===== src/rtl/riscv_pkg.sv =====
// Shared fetch/decode constants: widths, reset PC, bubble encoding,
// fetch FSM state type and RV32 instruction field positions.
package riscv_pkg;

  localparam int unsigned XLEN             = 32;
  localparam logic [31:0] RESET_PC_DEFAULT = 32'h0000_0000;
  localparam logic [31:0] NOP_BUBBLE       = 32'h0000_0000;

  // Legacy state codes kept as constants so existing encodings stay stable.
  localparam logic [1:0] ST_REQ  = 2'd0;
  localparam logic [1:0] ST_WAIT = 2'd1;
  localparam logic [1:0] ST_HOLD = 2'd2;

  typedef enum logic [1:0] {
    REQ  = ST_REQ,
    WAIT = ST_WAIT,
    HOLD = ST_HOLD
  } fetch_state_t;

  localparam int unsigned OP_LSB   = 0;
  localparam int unsigned OP_W     = 7;
  localparam int unsigned RD_LSB   = 7;
  localparam int unsigned F3_LSB   = 12;
  localparam int unsigned F3_W     = 3;
  localparam int unsigned RS1_LSB  = 15;
  localparam int unsigned RS2_LSB  = 20;
  localparam int unsigned REG_W    = 5;
  localparam int unsigned F7B5_BIT = 30;

endpackage


===== src/rtl/if_id_reg.sv =====
// IF/ID pipeline register: reset > flush > stall > load (instruction or bubble).
module if_id_reg #(
  parameter int unsigned XLEN = 32
) (
  input  logic            clk,
  input  logic            reset,
  input  logic            flush_i,
  input  logic            stall_i,
  input  logic            load_valid_i,
  input  logic [31:0]     instr_i,
  input  logic [XLEN-1:0] pc_i,
  output logic [31:0]     instr_o,
  output logic [XLEN-1:0] pc_o,
  output logic [XLEN-1:0] pcplus4_o,
  output logic            valid_o
);
  import riscv_pkg::NOP_BUBBLE;

  logic [31:0]     instr_q;
  logic [XLEN-1:0] pc_q;
  logic [XLEN-1:0] pcplus4_q;
  logic            valid_q;

  always_ff @(posedge clk) begin
    if (reset || flush_i) begin
      instr_q   <= NOP_BUBBLE;
      pc_q      <= '0;
      pcplus4_q <= '0;
      valid_q   <= 1'b0;
    end else if (!stall_i) begin
      if (load_valid_i) begin
        instr_q   <= instr_i;
        pc_q      <= pc_i;
        pcplus4_q <= pc_i + XLEN'(4);
        valid_q   <= 1'b1;
      end else begin
        instr_q   <= NOP_BUBBLE;
        pc_q      <= '0;
        pcplus4_q <= '0;
        valid_q   <= 1'b0;
      end
    end
  end

  assign instr_o   = instr_q;
  assign pc_o      = pc_q;
  assign pcplus4_o = pcplus4_q;
  assign valid_o   = valid_q;

endmodule


===== src/rtl/fetch_unit.sv =====
// Instruction fetch: owns PC_F, runs a single-outstanding request/response
// handshake with instruction memory and feeds the IF/ID register.
module fetch_unit #(
  parameter int unsigned     XLEN     = riscv_pkg::XLEN,
  parameter logic [XLEN-1:0] RESET_PC = riscv_pkg::RESET_PC_DEFAULT
) (
  input  logic            clk,
  input  logic            reset,
  output logic            imem_req_valid,
  input  logic            imem_req_ready,
  output logic [XLEN-1:0] imem_req_addr,
  input  logic            imem_rsp_valid,
  input  logic [31:0]     imem_rsp_data,
  input  logic            Stall_F,
  input  logic            Stall_D,
  input  logic            Flush_D,
  input  logic            PCSrc_E,
  input  logic [XLEN-1:0] PCTarget_E,
  output logic [31:0]     instr_D,
  output logic [XLEN-1:0] pc_D,
  output logic [XLEN-1:0] pcplus4_D,
  output logic            valid_D,
  output logic [6:0]      op_D,
  output logic [2:0]      funct3_D,
  output logic            funct7b5_D,
  output logic [4:0]      rs1_D,
  output logic [4:0]      rs2_D,
  output logic [4:0]      rd_D,
  output logic            fetch_busy
);
  import riscv_pkg::*;

  fetch_state_t    state_q, state_d;
  logic [XLEN-1:0] pc_q, pc_d;
  logic            discard_q, discard_d;
  logic [31:0]     hold_q, hold_d;

  logic            rsp_live;
  logic            avail;
  logic            handoff;
  logic [31:0]     avail_instr;
  logic [XLEN-1:0] target;
  logic            unused_tgt_lsbs;

  assign target          = {PCTarget_E[XLEN-1:2], 2'b00};
  assign unused_tgt_lsbs = ^PCTarget_E[1:0];

  assign rsp_live    = (state_q == WAIT) && imem_rsp_valid && !discard_q;
  assign avail       = rsp_live || (state_q == HOLD);
  assign avail_instr = (state_q == HOLD) ? hold_q : imem_rsp_data;
  // A redirect suppresses hand-off so no wrong-path word reaches decode.
  assign handoff     = avail && !Stall_D && !Stall_F && !PCSrc_E;

  assign imem_req_valid = (state_q == REQ);
  assign imem_req_addr  = pc_q;
  assign fetch_busy     = !avail;

  always_comb begin
    state_d   = state_q;
    pc_d      = pc_q;
    discard_d = discard_q;
    hold_d    = hold_q;

    case (state_q)
      REQ: begin
        if (imem_req_ready) begin
          state_d   = WAIT;
          discard_d = PCSrc_E;
        end
      end
      WAIT: begin
        if (imem_rsp_valid) begin
          discard_d = 1'b0;
          if (discard_q || PCSrc_E || handoff) begin
            state_d = REQ;
          end else begin
            hold_d  = imem_rsp_data;
            state_d = HOLD;
          end
        end else if (PCSrc_E) begin
          discard_d = 1'b1;
        end
      end
      HOLD: begin
        if (PCSrc_E || handoff) state_d = REQ;
      end
      default: state_d = REQ;
    endcase

    if (PCSrc_E)      pc_d = target;
    else if (handoff) pc_d = pc_q + XLEN'(4);
  end

  always_ff @(posedge clk) begin
    if (reset) begin
      state_q   <= REQ;
      pc_q      <= RESET_PC;
      discard_q <= 1'b0;
      hold_q    <= '0;
    end else begin
      state_q   <= state_d;
      pc_q      <= pc_d;
      discard_q <= discard_d;
      hold_q    <= hold_d;
    end
  end

  if_id_reg #(
    .XLEN(XLEN)
  ) u_if_id (
    .clk          (clk),
    .reset        (reset),
    .flush_i      (Flush_D),
    .stall_i      (Stall_D),
    .load_valid_i (handoff),
    .instr_i      (avail_instr),
    .pc_i         (pc_q),
    .instr_o      (instr_D),
    .pc_o         (pc_D),
    .pcplus4_o    (pcplus4_D),
    .valid_o      (valid_D)
  );

  assign op_D       = instr_D[OP_LSB +: OP_W];
  assign funct3_D   = instr_D[F3_LSB +: F3_W];
  assign funct7b5_D = instr_D[F7B5_BIT];
  assign rs1_D      = instr_D[RS1_LSB +: REG_W];
  assign rs2_D      = instr_D[RS2_LSB +: REG_W];
  assign rd_D       = instr_D[RD_LSB +: REG_W];

endmodule


===== config.mk =====
export PLATFORM = sky130hd
export DESIGN_NAME = fetch_unit
export DESIGN_NICKNAME = d
export VERILOG_FILES = /design/src/rtl/riscv_pkg.sv /design/src/rtl/if_id_reg.sv /design/src/rtl/fetch_unit.sv
export SDC_FILE = /design/constraint.sdc
export NUM_CORES = 1
export LEC_CHECK = 0
export CAP_MARGIN = 20
export CORE_ASPECT_RATIO = 1.1
export CORE_MARGIN = 1.5
export CORE_UTILIZATION = 35
export DETAILED_ROUTE_END_ITERATION = 8
export GPL_ROUTABILITY_DRIVEN = 0
export PLACE_DENSITY_LB_ADDON = 0.3
export SETUP_SLACK_MARGIN = 0.5
export SYNTH_ARGS = -nofsm -noshare
export SYNTH_HDL_FRONTEND = slang
export SYNTH_HIERARCHICAL = 1
export SYNTH_SLANG_ARGS = --single-unit

===== constraint.sdc =====
create_clock -name clk -period 6.8 [get_ports clk]
set_clock_uncertainty 0.1 [all_clocks]
set_input_delay 1.36 -clock clk [delete_from_list [all_inputs] [get_ports clk]]
set_output_delay 1.36 -clock clk [all_outputs]
set_load 0.005 [all_outputs]

# Word level (Yosys, flattened, before mapping)
# Cells that the tools add are included.
# W data, S select, Z words.
dict set report classes {
  mux 16
  eq_ne 6
  n_reduce_logical 22
  add_sub_neg 1
  n_bitwise 1
}
# operator count
set ops {}
lappend ops {{$mux W32} 6}
lappend ops {{$add A32 B3 Y32 const B} 1}
lappend ops {{$reduce_and A3 Y1} 3}
lappend ops {{$mux W2} 4}
lappend ops {{$pmux W2 S3} 1}
lappend ops {{$logic_and A1 B1 Y1} 5}
lappend ops {{$logic_not A1 Y1} 5}
lappend ops {{$logic_or A1 B1 Y1} 5}
lappend ops {{$mux W1} 4}
lappend ops {{$ne A2 B1 Y1 const B} 2}
lappend ops {{$reduce_bool A2 Y1} 2}
lappend ops {{$ne A3 B3 Y1 const B} 1}
lappend ops {{$eq A2 B1 Y1 const B} 1}
lappend ops {{$eq A2 B2 Y1 const B} 1}
lappend ops {{$logic_not A2 Y1} 1}
lappend ops {{$ne A2 B2 Y1 const B} 1}
lappend ops {{$pmux W1 S2} 1}
lappend ops {{$reduce_or A2 Y1} 1}
lappend ops {{$not A1 Y1} 1}
dict set report word_totals {
  inputBits 72
  word_cells 55
  out_inout_bits 157
  reg_bits 164
}

# Logic depth before layout (Yosys ltp)
dict set report depth {
  word_depth 11
  mapped_depth 11
  depth_no_buf 8
}

# Modules after synthesis
# The synthesis kept the hierarchy.
# mod cells_per_inst area_each_um2 instances
set modules_own_cells {}
lappend modules_own_cells {fetch_unit 523 3802.4 1}
lappend modules_own_cells {if_id_reg 406 3741.1 1}

# Worst setup path before layout
# Ideal clock, no wire load.
dict set report synth_timing {
  path_type {input to output}
  from {input port imem_rsp_valid}
  to {output port fetch_busy}
  slack_ns 3.489
  arrival_ns 1.851
  stages 3
  t_required_ns 5.340
  path_buffers 1
  path_cell_list {and4bb_2 > buf_6 > nor2_1}
}
dict set report synth_via {
  elab_chain_len 4
}
# item line
set synth_rtl {}
lappend synth_rtl {{from (decl)} fetch_unit.sv:12} ;# input logic imem_rsp_valid,
lappend synth_rtl {{$logic_and A1 B1 Y1 (2 in a row)} fetch_unit.sv:48} ;# assign rsp_live = (state_q == WAIT) && imem_rsp_valid && !discard_q;
lappend synth_rtl {{$logic_or A1 B1 Y1} fetch_unit.sv:49} ;# assign avail = rsp_live || (state_q == HOLD);
lappend synth_rtl {{$logic_not A1 Y1} fetch_unit.sv:56} ;# assign fetch_busy = !avail;
lappend synth_rtl {{to (decl)} fetch_unit.sv:29} ;# output logic fetch_busy
# No other way between the ends.

# Worst setup path after layout
# Same ends and word-level chain as after synthesis.

==> results.yml <==
job:
  max-cap-violations: 0
clock_tree:
  root_buffer: "clkbuf_16"
  cts-buffers-inserted: 17
  cts_max_path_buffers: 2
  ctsResizeCount: 0
  clkSinkCount: 160
  cts-hold-fix-buffers: 0
  cts_tree: "done"
  cts.reportedPaths.clkPinSlew_ns: 0.07
  htree_levels: 4
  insertion_delay_ns: 0.42
  post_cts_buffers: 0
detailed_routing:
  dr.first_iter.drc_count: 377
  ant_nets: 0
  wire_per_inst_um: 16.6
  drc: 0
  finalWirelength_mm: 23.2
  num_vias: 7289
  avgViaCountPerCell: 5.23
  drt_pass1_iterations: 6
global_route:
  grt_pass1_wl_mm: 36.3
  grt_max_degree: 80
  first_global_vias: 6787
  groute.usage.overall_pct: 20.6
  overflow: 0
  antenna_found_initial: 0
synth:
  synth.lib_cells_used.distinct: 61
  synth-edff-count: 0
  yosysSeqAreaShare_pct: 42.5
  synth_area_um2: 7540
  syn_inst: 929
  synth_warnings: 6
  syn_area_per_cell_um2: 8.12
  yosys_register_bits: 160
  synth_top_flop_cell: "dfxtp_1"
  synthArstFlopShare_pct: 0
hold_path:
  hold_path_class: "reg -> reg"
finish:
  fill_cells: 2068
  insertedDiodeCount: 0
  fin_cells: 1394
  layout_commonest_cell: "clkdlybuf4s50_1"
  layout_common_cells: "clkdlybuf4s50_1, nand2_1, dfxtp_1"
  nNetsFinal: 1165
  drive_above_1_share_pct: 5.89
  area_growth_pct: 36.8
timing:
  worst_slack_ns: 2.44
  maxSlewViolCount: 0
  tightest_slew_ns: 0.952
  setup_viol: 0
  rsz0062_at_grt: "false"
  hold_viol: 0
  finalCriticalPeriod_ns: 4.36
  slew_headroom_pct: 36.5
  max_freq_mhz: 229
  finalCritPeriodShare_pct: 64.1
  finalSetupTns_ns: 0
worst_setup_path:
  cp.required_ns: 5.34
  end_kind: "output pin"
  worstPathArrival_ns: 2.90
  path_max_fanout: 12
  worstSetupStartpointType: "primary input"
  worstSetupPathType: "in -> out"
die:
  chipWidth_um: 143
  coreArea_um2: 21200
  dieArea_um2: 22400
  die-height_um: 157
  rows: 56
  num_io_pins: 229
  start_util_pct: 35.5
power_and_ir_drop:
  power_density_nw_per_um2: 205
  irDropWorstVdd_mv: 0.163
  p_leak_nw: 3.61
  p_total_w: 0.00212
status:
  outcome: "finished clean"
placed_design:
  pre_cts_ws_ns: 2.43
  dp_hpwl_mm: 15.0
  dpl.cell_count: 1361
  io_buffers: 224
Yosys cell counts (6+ instances only):
master	n	area [µm²]
nand2_1	210	788
dfxtp_1	160	3200
nor2_1	108	405
a22oi_1	72	541
clkbuf_1	48	180
a21oi_1	35	175
buf_4	32	240
xor2_1	21	184
nand3_1	17	85.1
nand4_1	16	100
o21ai_0	16	80.1
and3_1	15	93.8
a211oi_1	14	105
xnor2_1	13	114
nor4_1	11	68.8
and4_1	10	87.6
nor2b_1	9	56.3
a311oi_1	8	70.1
inv_1	8	30.0
o21ai_1	8	40.0
o2111a_1	7	78.8
a311o_1	6	60.1
buf_1	6	22.5
buf_2	6	30.0
nor3_1	6	30.0
worst paths after layout:
kind                                                          from                            endpoint  depth (start not counted)  slack [ns]
worst max-delay path                                imem_rsp_valid                          fetch_busy                          4        2.44
worst min-delay path            u_if_id/pcplus4_o[13]$_SDFFE_PP0N_  u_if_id/pcplus4_o[13]$_SDFFE_PP0N_                          2        0.35
worst max register to register             state_q[0]$_SDFFE_PP0P_  u_if_id/pcplus4_o[31]$_SDFFE_PP0N_                          8        3.49
worst min register to register  u_if_id/pcplus4_o[13]$_SDFFE_PP0N_  u_if_id/pcplus4_o[13]$_SDFFE_PP0N_                          2        0.35
layout make-up:
type / count / area (µm²) / area share [%]
Clock buffer: 17 / 425 / 4.12
Clock inverter: 15 / 154 / 1.49
Inverter: 8 / 30.0 / 0.291
Multi-Input combinational cell: 669 / 3830 / 37.1
Sequential cell: 160 / 3200 / 31.0
Tap cell: 290 / 363 / 3.52
Timing Repair Buffer: 235 / 2320 / 22.5
worst max-delay path, cell delays in order:
cell             delay (ns)
clkdlybuf4s50_1        0.50
and4bb_2               0.42
nor2_1                 0.09
clkdlybuf4s50_1        0.53
state kept, by name, indices dropped and copies added (netlist names):
signal and cells:
u_if_id/pc_o 32, imem_req_addr 30, discard_q 1, state_q 2
u_if_id/pcplus4_o 30, u_if_id/valid_o 1, u_if_id/instr_o 32, hold_q 32
cell families after synthesis:
group                    count (synthesis)  share of synthesized area [%]
multiplexers                             3                          0.398
AND/OR/NAND/NOR                        437                           27.8
buffers and inverters                  103                           7.07
XOR/XNOR                                34                           3.95
adder cells (fa/ha/maj)                  2                          0.332
flip-flops                             160                           42.5
other                                    1                         0.0497
AO/OA/AOI/OAI                          189                           18.0
power breakdown:
part | internal (W) | total [W] | switching [W]
Combinational | 0.0000934 | 0.000181 | 0.0000873
Clock | 0.000514 | 0.000941 | 0.000426
Sequential | 0.000954 | 0.000999 | 0.0000451
Total | 0.00156 | 0.00212 | 0.000559
per-layer routing:
metal	wire [µm]	GRT usage, %	up-vias
li1	-	-	3547
met1	10300	26.2	3471
met2	11000	34.0	235
met3	1400	4.29	36
met4	586	8.20	0
met5	0	0	-
stage by stage:
step                util [%]  hold slack, ns  instance area, µm²
floorplan                  -           0.337                7550
global placement        45.8           0.336                9730
detailed placement      45.8           0.340                9730
CTS                     48.6           0.352               10300
global route            48.6           0.372               10300
finish                  48.6           0.349               10300
No activity file was read; power rests on OpenSTA's default activity.
